**src/rtl/mlp_pkg.sv**
```systemverilog
// Shared types, default sizing and helpers for the sequential MLP inference engine.
package mlp_pkg;

    typedef enum logic [1:0] {
        StIdle,
        StL0,
        StL1,
        StDone
    } state_e;

    localparam int unsigned DEF_NUM_IN    = 4;
    localparam int unsigned DEF_NUM_HID   = 3;
    localparam int unsigned DEF_NUM_OUT   = 3;
    localparam int unsigned DEF_WIDTH_A   = 4;
    localparam int unsigned DEF_WIDTH_W   = 8;
    localparam int unsigned DEF_WIDTH_B0  = 12;
    localparam int unsigned DEF_WIDTH_B1  = 16;
    localparam int unsigned DEF_WIDTH_H   = 8;
    localparam int unsigned DEF_HID_SHIFT = 3;
    localparam int unsigned DEF_ACC_W     = 24;

    function automatic int unsigned clog2(input int unsigned v);
        int unsigned r;
        r = 0;
        while ((32'd1 << r) < v) begin
            r++;
        end
        return r;
    endfunction

endpackage

```
**src/rtl/mlp_mac.sv**
```systemverilog
// Single shared multiply-accumulate: unsigned activation times signed weight,
// accumulated into a registered signed sum that can be reloaded with a bias.
module mlp_mac #(
    parameter int unsigned A_W   = 8,
    parameter int unsigned W_W   = 8,
    parameter int unsigned ACC_W = 24
) (
    input  logic                    clk,
    input  logic                    rst_n,
    input  logic                    load,
    input  logic                    en,
    input  logic signed [ACC_W-1:0] load_val,
    input  logic        [A_W-1:0]   a,
    input  logic signed [W_W-1:0]   w,
    output logic signed [ACC_W-1:0] sum
);

    logic signed [ACC_W-1:0] acc_q;
    logic signed [ACC_W-1:0] a_ext;
    logic signed [ACC_W-1:0] w_ext;
    logic signed [ACC_W-1:0] prod;

    always_comb begin
        a_ext = {{(ACC_W - A_W){1'b0}}, a};
        w_ext = {{(ACC_W - W_W){w[W_W-1]}}, w};
        prod  = a_ext * w_ext;
        sum   = acc_q + prod;
    end

    // Load has priority so a neuron's last product and the next bias share a cycle.
    always_ff @(posedge clk) begin
        if (!rst_n) begin
            acc_q <= '0;
        end else if (load) begin
            acc_q <= load_val;
        end else if (en) begin
            acc_q <= sum;
        end
    end

endmodule

```
**src/rtl/mlp_seq_engine.sv**
```systemverilog
// Two-layer MLP classifier evaluated one product per cycle through a shared MAC,
// with rectified/saturated hidden layer and incremental argmax over the outputs.
module mlp_seq_engine
    import mlp_pkg::*;
#(
    parameter int unsigned NUM_IN    = DEF_NUM_IN,
    parameter int unsigned NUM_HID   = DEF_NUM_HID,
    parameter int unsigned NUM_OUT   = DEF_NUM_OUT,
    parameter int unsigned WIDTH_A   = DEF_WIDTH_A,
    parameter int unsigned WIDTH_W   = DEF_WIDTH_W,
    parameter int unsigned WIDTH_B0  = DEF_WIDTH_B0,
    parameter int unsigned WIDTH_B1  = DEF_WIDTH_B1,
    parameter int unsigned WIDTH_H   = DEF_WIDTH_H,
    parameter int unsigned HID_SHIFT = DEF_HID_SHIFT,
    parameter int unsigned ACC_W     = DEF_ACC_W,
    localparam int unsigned NUM_W    = NUM_IN * NUM_HID + NUM_HID * NUM_OUT,
    localparam int unsigned OUTWIDTH = (clog2(NUM_OUT) > 1) ? clog2(NUM_OUT) : 1
) (
    input  logic                                          clk,
    input  logic                                          rst_n,
    input  logic [NUM_IN*WIDTH_A-1:0]                     inp,
    input  logic [NUM_W*WIDTH_W-1:0]                      weights,
    input  logic [NUM_HID*WIDTH_B0+NUM_OUT*WIDTH_B1-1:0]  biases,
    input  logic                                          in_valid,
    output logic                                          in_ready,
    output logic                                          out_valid,
    input  logic                                          out_ready,
    output logic [OUTWIDTH-1:0]                           out,
    output logic signed [ACC_W-1:0]                       out_score
);

    localparam int unsigned MAXN   = (NUM_IN > NUM_HID) ?
                                     ((NUM_IN > NUM_OUT) ? NUM_IN : NUM_OUT) :
                                     ((NUM_HID > NUM_OUT) ? NUM_HID : NUM_OUT);
    localparam int unsigned CNT_W  = (clog2(MAXN) > 1) ? clog2(MAXN) : 1;
    localparam int unsigned MAC_AW = (WIDTH_A > WIDTH_H) ? WIDTH_A : WIDTH_H;
    localparam logic signed [ACC_W-1:0] HID_MAX = ACC_W'((64'd1 << WIDTH_H) - 64'd1);

    state_e                    state_q, state_d;
    logic [CNT_W-1:0]          i_q, i_d;
    logic [CNT_W-1:0]          n_q, n_d;
    logic [NUM_IN*WIDTH_A-1:0] x_q, x_d;
    logic [WIDTH_H-1:0]        h_q [NUM_HID];
    logic [WIDTH_H-1:0]        h_d [NUM_HID];
    logic signed [ACC_W-1:0]   best_q, best_d;
    logic [OUTWIDTH-1:0]       best_idx_q, best_idx_d;

    logic                      mac_load, mac_en;
    logic signed [ACC_W-1:0]   mac_load_val, mac_sum;
    logic [MAC_AW-1:0]         mac_a;
    logic signed [WIDTH_W-1:0] mac_w;

    int                        w_idx, nb, hb_idx, ob_idx;
    logic signed [WIDTH_B0-1:0] hid_bias;
    logic signed [WIDTH_B1-1:0] out_bias;
    logic signed [ACC_W-1:0]   hid_bias_ext, out_bias_ext, hid_shifted;
    logic [WIDTH_H-1:0]        hid_act;

    mlp_mac #(
        .A_W   (MAC_AW),
        .W_W   (WIDTH_W),
        .ACC_W (ACC_W)
    ) u_mac (
        .clk      (clk),
        .rst_n    (rst_n),
        .load     (mac_load),
        .en       (mac_en),
        .load_val (mac_load_val),
        .a        (mac_a),
        .w        (mac_w),
        .sum      (mac_sum)
    );

    // Bias to be loaded next: the following neuron of the current layer, or neuron 0.
    always_comb begin
        nb           = (state_q == StIdle) ? 0 : int'(n_q) + 1;
        hb_idx       = (state_q != StL1 && nb < int'(NUM_HID)) ? nb : 0;
        ob_idx       = (state_q == StL1 && nb < int'(NUM_OUT)) ? nb : 0;
        hid_bias     = biases[hb_idx*WIDTH_B0 +: WIDTH_B0];
        out_bias     = biases[NUM_HID*WIDTH_B0 + ob_idx*WIDTH_B1 +: WIDTH_B1];
        hid_bias_ext = {{(ACC_W - WIDTH_B0){hid_bias[WIDTH_B0-1]}}, hid_bias};
        out_bias_ext = {{(ACC_W - WIDTH_B1){out_bias[WIDTH_B1-1]}}, out_bias};
    end

    always_comb begin
        hid_shifted = mac_sum >>> HID_SHIFT;
        if (mac_sum[ACC_W-1] || mac_sum == '0) begin
            hid_act = '0;
        end else if (hid_shifted > HID_MAX) begin
            hid_act = '1;
        end else begin
            hid_act = hid_shifted[WIDTH_H-1:0];
        end
    end

    always_comb begin
        state_d      = state_q;
        i_d          = i_q;
        n_d          = n_q;
        x_d          = x_q;
        h_d          = h_q;
        best_d       = best_q;
        best_idx_d   = best_idx_q;
        mac_load     = 1'b0;
        mac_en       = 1'b0;
        mac_load_val = '0;
        mac_a        = '0;
        mac_w        = '0;
        w_idx        = 0;
        in_ready     = (state_q == StIdle);
        out_valid    = (state_q == StDone);

        unique case (state_q)
            StIdle: begin
                if (in_valid) begin
                    x_d          = inp;
                    i_d          = '0;
                    n_d          = '0;
                    mac_load     = 1'b1;
                    mac_load_val = hid_bias_ext;
                    state_d      = StL0;
                end
            end
            StL0: begin
                w_idx                = int'(n_q) * NUM_IN + int'(i_q);
                mac_a[WIDTH_A-1:0]   = x_q[int'(i_q)*WIDTH_A +: WIDTH_A];
                mac_w                = weights[w_idx*WIDTH_W +: WIDTH_W];
                mac_en               = 1'b1;
                if (i_q == CNT_W'(NUM_IN - 1)) begin
                    h_d[n_q] = hid_act;
                    i_d      = '0;
                    mac_load = 1'b1;
                    if (n_q == CNT_W'(NUM_HID - 1)) begin
                        n_d          = '0;
                        mac_load_val = out_bias_ext;
                        state_d      = StL1;
                    end else begin
                        n_d          = n_q + 1'b1;
                        mac_load_val = hid_bias_ext;
                    end
                end else begin
                    i_d = i_q + 1'b1;
                end
            end
            StL1: begin
                w_idx                = NUM_IN * NUM_HID + int'(n_q) * NUM_HID + int'(i_q);
                mac_a[WIDTH_H-1:0]   = h_q[i_q];
                mac_w                = weights[w_idx*WIDTH_W +: WIDTH_W];
                mac_en               = 1'b1;
                if (i_q == CNT_W'(NUM_HID - 1)) begin
                    // Strictly greater keeps the lowest index on ties.
                    if (n_q == '0 || mac_sum > best_q) begin
                        best_d     = mac_sum;
                        best_idx_d = OUTWIDTH'(n_q);
                    end
                    i_d = '0;
                    if (n_q == CNT_W'(NUM_OUT - 1)) begin
                        n_d     = '0;
                        state_d = StDone;
                    end else begin
                        n_d          = n_q + 1'b1;
                        mac_load     = 1'b1;
                        mac_load_val = out_bias_ext;
                    end
                end else begin
                    i_d = i_q + 1'b1;
                end
            end
            StDone: begin
                if (out_ready) begin
                    state_d = StIdle;
                end
            end
            default: state_d = StIdle;
        endcase
    end

    always_ff @(posedge clk) begin
        if (!rst_n) begin
            state_q    <= StIdle;
            i_q        <= '0;
            n_q        <= '0;
            x_q        <= '0;
            best_q     <= '0;
            best_idx_q <= '0;
            for (int j = 0; j < int'(NUM_HID); j++) begin
                h_q[j] <= '0;
            end
        end else begin
            state_q    <= state_d;
            i_q        <= i_d;
            n_q        <= n_d;
            x_q        <= x_d;
            best_q     <= best_d;
            best_idx_q <= best_idx_d;
            h_q        <= h_d;
        end
    end

    assign out       = best_idx_q;
    assign out_score = best_q;

endmodule
```
**config.mk**
```make
export PLATFORM = sky130hd
export DESIGN_NAME = mlp_seq_engine
export DESIGN_NICKNAME = d
export VERILOG_FILES = /design/src/rtl/mlp_pkg.sv /design/src/rtl/mlp_mac.sv /design/src/rtl/mlp_seq_engine.sv
export SDC_FILE = /design/constraint.sdc
export NUM_CORES = 1
export LEC_CHECK = 0
export ABC_AREA = 1
export BUFFER_PORTS_ARGS = -buffer_cell sky130_fd_sc_hd__buf_2
export CAP_MARGIN = 20
export CELL_PAD_IN_SITES_DETAIL_PLACEMENT = 0
export CELL_PAD_IN_SITES_GLOBAL_PLACEMENT = 1
export CORE_AREA = 2 2 168 170
export DETAILED_ROUTE_END_ITERATION = 10
export DIE_AREA = 0 0 170 172
export PLACE_DENSITY_LB_ADDON = 0.1
export SLEW_MARGIN = 20
export SYNTH_ARGS = -nofsm -noshare
export SYNTH_HDL_FRONTEND = slang
export SYNTH_SLANG_ARGS = --single-unit
```
**constraint.sdc**
```tcl
create_clock -name clk -period 21.6 [get_ports clk]
set_input_delay 5.4 -clock clk [delete_from_list [all_inputs] [get_ports clk]]
set_output_delay 5.4 -clock clk [all_outputs]
set_load 0.02 [all_outputs]
```
==> flow_summary_export.csv <==
group,metric,value,unit
critical_path,cp_max_fo,31,
cts,cts_buffer_depth,2,
timing,finalSetupTns,0,ns
critical_path,r2r_end,"out_score[6]",
yosys,syn_inst,1689,
cts,clock_latency,0.37,ns
critical_path,worst-path-stages,44,
critical_path,end_kind,"register",
critical_path,worst-path-buf-inv,6,
critical_path,cp_slowest_cell,"fa_1",
yosys,syn-num-nets,2130,
critical_path,r2r-start,"i_q[1]",
finish,most-common-layout-cells,"382 x nand2_1, 299 x buf_2, 248 x inv_1, 186 x a21oi_1, 148 x nor2_1",
drt,drt_pass1_iterations,5,
critical_path,regToRegSetupSlack,10.09,ns
critical_path,max_stage_delay,0.60,ns
power_and_ir_drop,combPwrFrac,80.0,%
run,cap_violations,0,
die,coreArea,0.0275,sq mm
finish,areaGrowthSynthToFinish,18.1,%
power_and_ir_drop,power_frac_clock,8.2,%
power_and_ir_drop,p_leak,7.16,nW
timing,rsz0062_at_grt,"false",
cts,cts_buffers,9,
drt,wl,39.0,mm
global_route,grt_remaining_overflow,0,
yosys,ys_top_cells_by_area,"dfxtp_1 17%, ha_1 13%, nand2_1 13%, fa_1 9.6%, a21oi_1 8.4%",
drt,drc,0,
critical_path,endpoint,"out_score[6]",
power_and_ir_drop,power.internal,0.795,mW
cts,cts_tree,"done",
place,hpwl,30.9,mm
timing,drv_slew,0,
status,status,"complete, no violations",
drt,num_vias,12100,
finish,layout_commonest_cell,"nand2_1",
finish,fill_cells,2970,
timing,fmax,74.3,MHz
timing,setup_viol_count_final,0,
cts,htree_levels,3,
global_route,grt_pass1_vias,11400,
yosys,ys_seq_area_share,17.4,%
finish,final_util,47.6,%
cts,cts_root_buf,"clkbuf_16",
power_and_ir_drop,power.density,149,mW/mm^2
cts,cts_sinks,96,
die,die_w,170,um
yosys,ys_warn_count,0,
critical_path,worst_path_most_repeated_cell,"nand2_1",
global_route,antenna_found_initial,2,
cts,ctsResizeCount,0,
cts,cts_hold_buf,0,
global_route,track_usage,26.3,%
cts,cts.clk_slew.worst_paths,0.07,ns
finish,multiInputGateArea,0.00783,sq mm
power_and_ir_drop,p_sw,1.15,mW
timing,fin_crit,13.46,ns
place,gp_congestion,0.856,
timing,worst_pin_slew,0.890,ns
yosys,avgSynthCellArea,6.55,sq um
drt,via_per_inst,5.31,
power_and_ir_drop,ir_drop,111,uV
finish,drive_gt1_share,18.5,%
timing,hold_viol,0,
cts,post_cts_buffers,0,
place,portBuffers,299,
critical_path,start_kind,"primary input",
die,die_height,172,um
critical_path,crit_required,21.90,ns
power_and_ir_drop,p_sw_share,59.1,%
global_route,grt_max_degree,81,
timing,period_share,62.3,%
critical_path,reg2regPathDepth,48,
finish,regArea,0.00192,sq mm
critical_path,arrival,13.76,ns
finish,nets,2374,
die,dieArea,0.0292,sq mm
global_route,grt_pass1_wl,60.7,mm
drt,initialDrtViolationCount,716,
yosys,yosysTopAreaCellShare,17.4,%
min_path,hp-class,"reg -> reg",
yosys,ys_seq_elements,96,
place,dp_slack,7.84,ns
drt,wire_per_inst,17.1,um
power_and_ir_drop,p_seq_share,11.8,%
drt,ant_nets,0,
yosys,synthDistinctLibCells,57,
yosys,syn_area,0.0111,sq mm
yosys,synth_top_area_cell,"dfxtp_1",
timing,worst_clock_skew,0.0202,ns
die,pin_count,300,
critical_path,critPathTopFamily,"adder cells",
timing,timing.slew.headroom,40.3,%
critical_path,critPathLaunch,"weights[39]",
critical_path,worstSetupPathType,"in -> reg",
die,rows,61,
timing,worst_slack,8.14,ns
die,start_util,40.3,%
stage by stage:
| stage | hold WS (ns) | instances | total power, mW | instance area, sq um |
|---|---|---|---|---|
| final | 0.475 | 2286 | 1.94 | 13100 |
| after global routing | 0.510 | 2286 | 2.17 | 13100 |
| after CTS | 0.475 | 2283 | 1.95 | 13100 |
| after detailed placement | 0.464 | 2267 | 1.78 | 12800 |
| after global placement | 0.458 | 2267 | 1.77 | 12800 |
| after floorplan | 0.425 | 1689 | 1.34 | 11100 |
worst reg2reg max path: cells and delay by family, from the launching register on:
kind / cells / cell delay (ns)
buffers and inverters: 9 / 2.05
AO/OA/AOI/OAI: 5 / 1.08
adder cells (fa/ha/maj): 9 / 4.11
flip-flops: 1 / 0.73
XOR/XNOR: 1 / 0.36
AND/OR/NAND/NOR: 24 / 3.12
synthesized netlist by cell type, drive strengths merged:
cell type	number
nand2	387
inv	258
a21oi	187
nor2	148
ha	116
dfxtp	96
nand3	95
o21ai	73
clkbuf	61
fa	53
nand4	24
a221oi	22
buf	21
a31oi	15
o31ai	14
o21a	12
o221ai	11
xor2	11
or2	9
nand3b	8
o211ai	8
or3	7
a311o	6
o2111ai	6
o22ai	6
nor3	5
xnor2	4
a21o	3
a22oi	3
a31o	3
a41oi	3
a2111oi	2
clkinv	2
o311ai	2
a211oi	1
a221o	1
a22o	1
a32o	1
and3	1
nor4	1
o21bai	1
o32ai	1
worst min path at each step:
stage | startpoint | end | slack [ns] | cells past startpoint
CTS | u_mac.acc_q[0] | u_mac.acc_q[0] | 0.48 | 2
global placement | x_q[2] | x_q[2] | 0.46 | 2
floorplan | x_q[13] | x_q[13] | 0.42 | 2
global route | x_q[13] | x_q[13] | 0.51 | 2
detailed placement | u_mac.acc_q[0] | u_mac.acc_q[0] | 0.46 | 2
finish | x_q[14] | x_q[14] | 0.48 | 2
registers in the layout, summed over array words and instances (netlist names):
| name | cells |
|---|---|
| out_score | 24 |
| u_mac.acc_q | 24 |
| x_q | 16 |
| i_q | 2 |
| h_q | 24 |
| out | 2 |
| state_q | 2 |
| n_q | 2 |
power groups by stage:
stage	registers [mW]	logic [mW]	clock network [mW]
3_5_place_dp	0.233	1.54	0
3_3_place_gp	0.233	1.53	0
4_1_cts	0.230	1.56	0.163
5_1_grt	0.233	1.77	0.171
2_1_floorplan	0.224	1.12	0
6_report	0.230	1.56	0.159
final cells by class:
type / instances / area share [%]
tap: 346 / 3.31
multi-input combinational: 1251 / 59.9
clock buffer: 9 / 1.72
antenna: 2 / 0.0383
timing repair buffer: 315 / 12.4
clock inverter: 7 / 0.450
inverter: 260 / 7.48
sequential: 96 / 14.7
logic make-up after synthesis:
| kind of cell | Yosys count | share of synthesized area, % |
|---|---|---|
| adders and majority gates | 169 | 22.7 |
| xor gates and xnor gates | 15 | 1.19 |
| buffers and inverters | 342 | 12.0 |
| DFF | 96 | 17.4 |
| and+or+nand+nor | 685 | 26.1 |
| AOI/OAI and AO/OA | 382 | 20.7 |
layer usage:
layer	vias up	global-route usage (%)	wire length (um)
li1	6072	-	-
met2	406	43.6	17900
met5	-	0	0
met3	53	3.91	2350
met1	5604	35.1	17700
met4	0	8.51	1050
(Power assumes the default switching activity.)
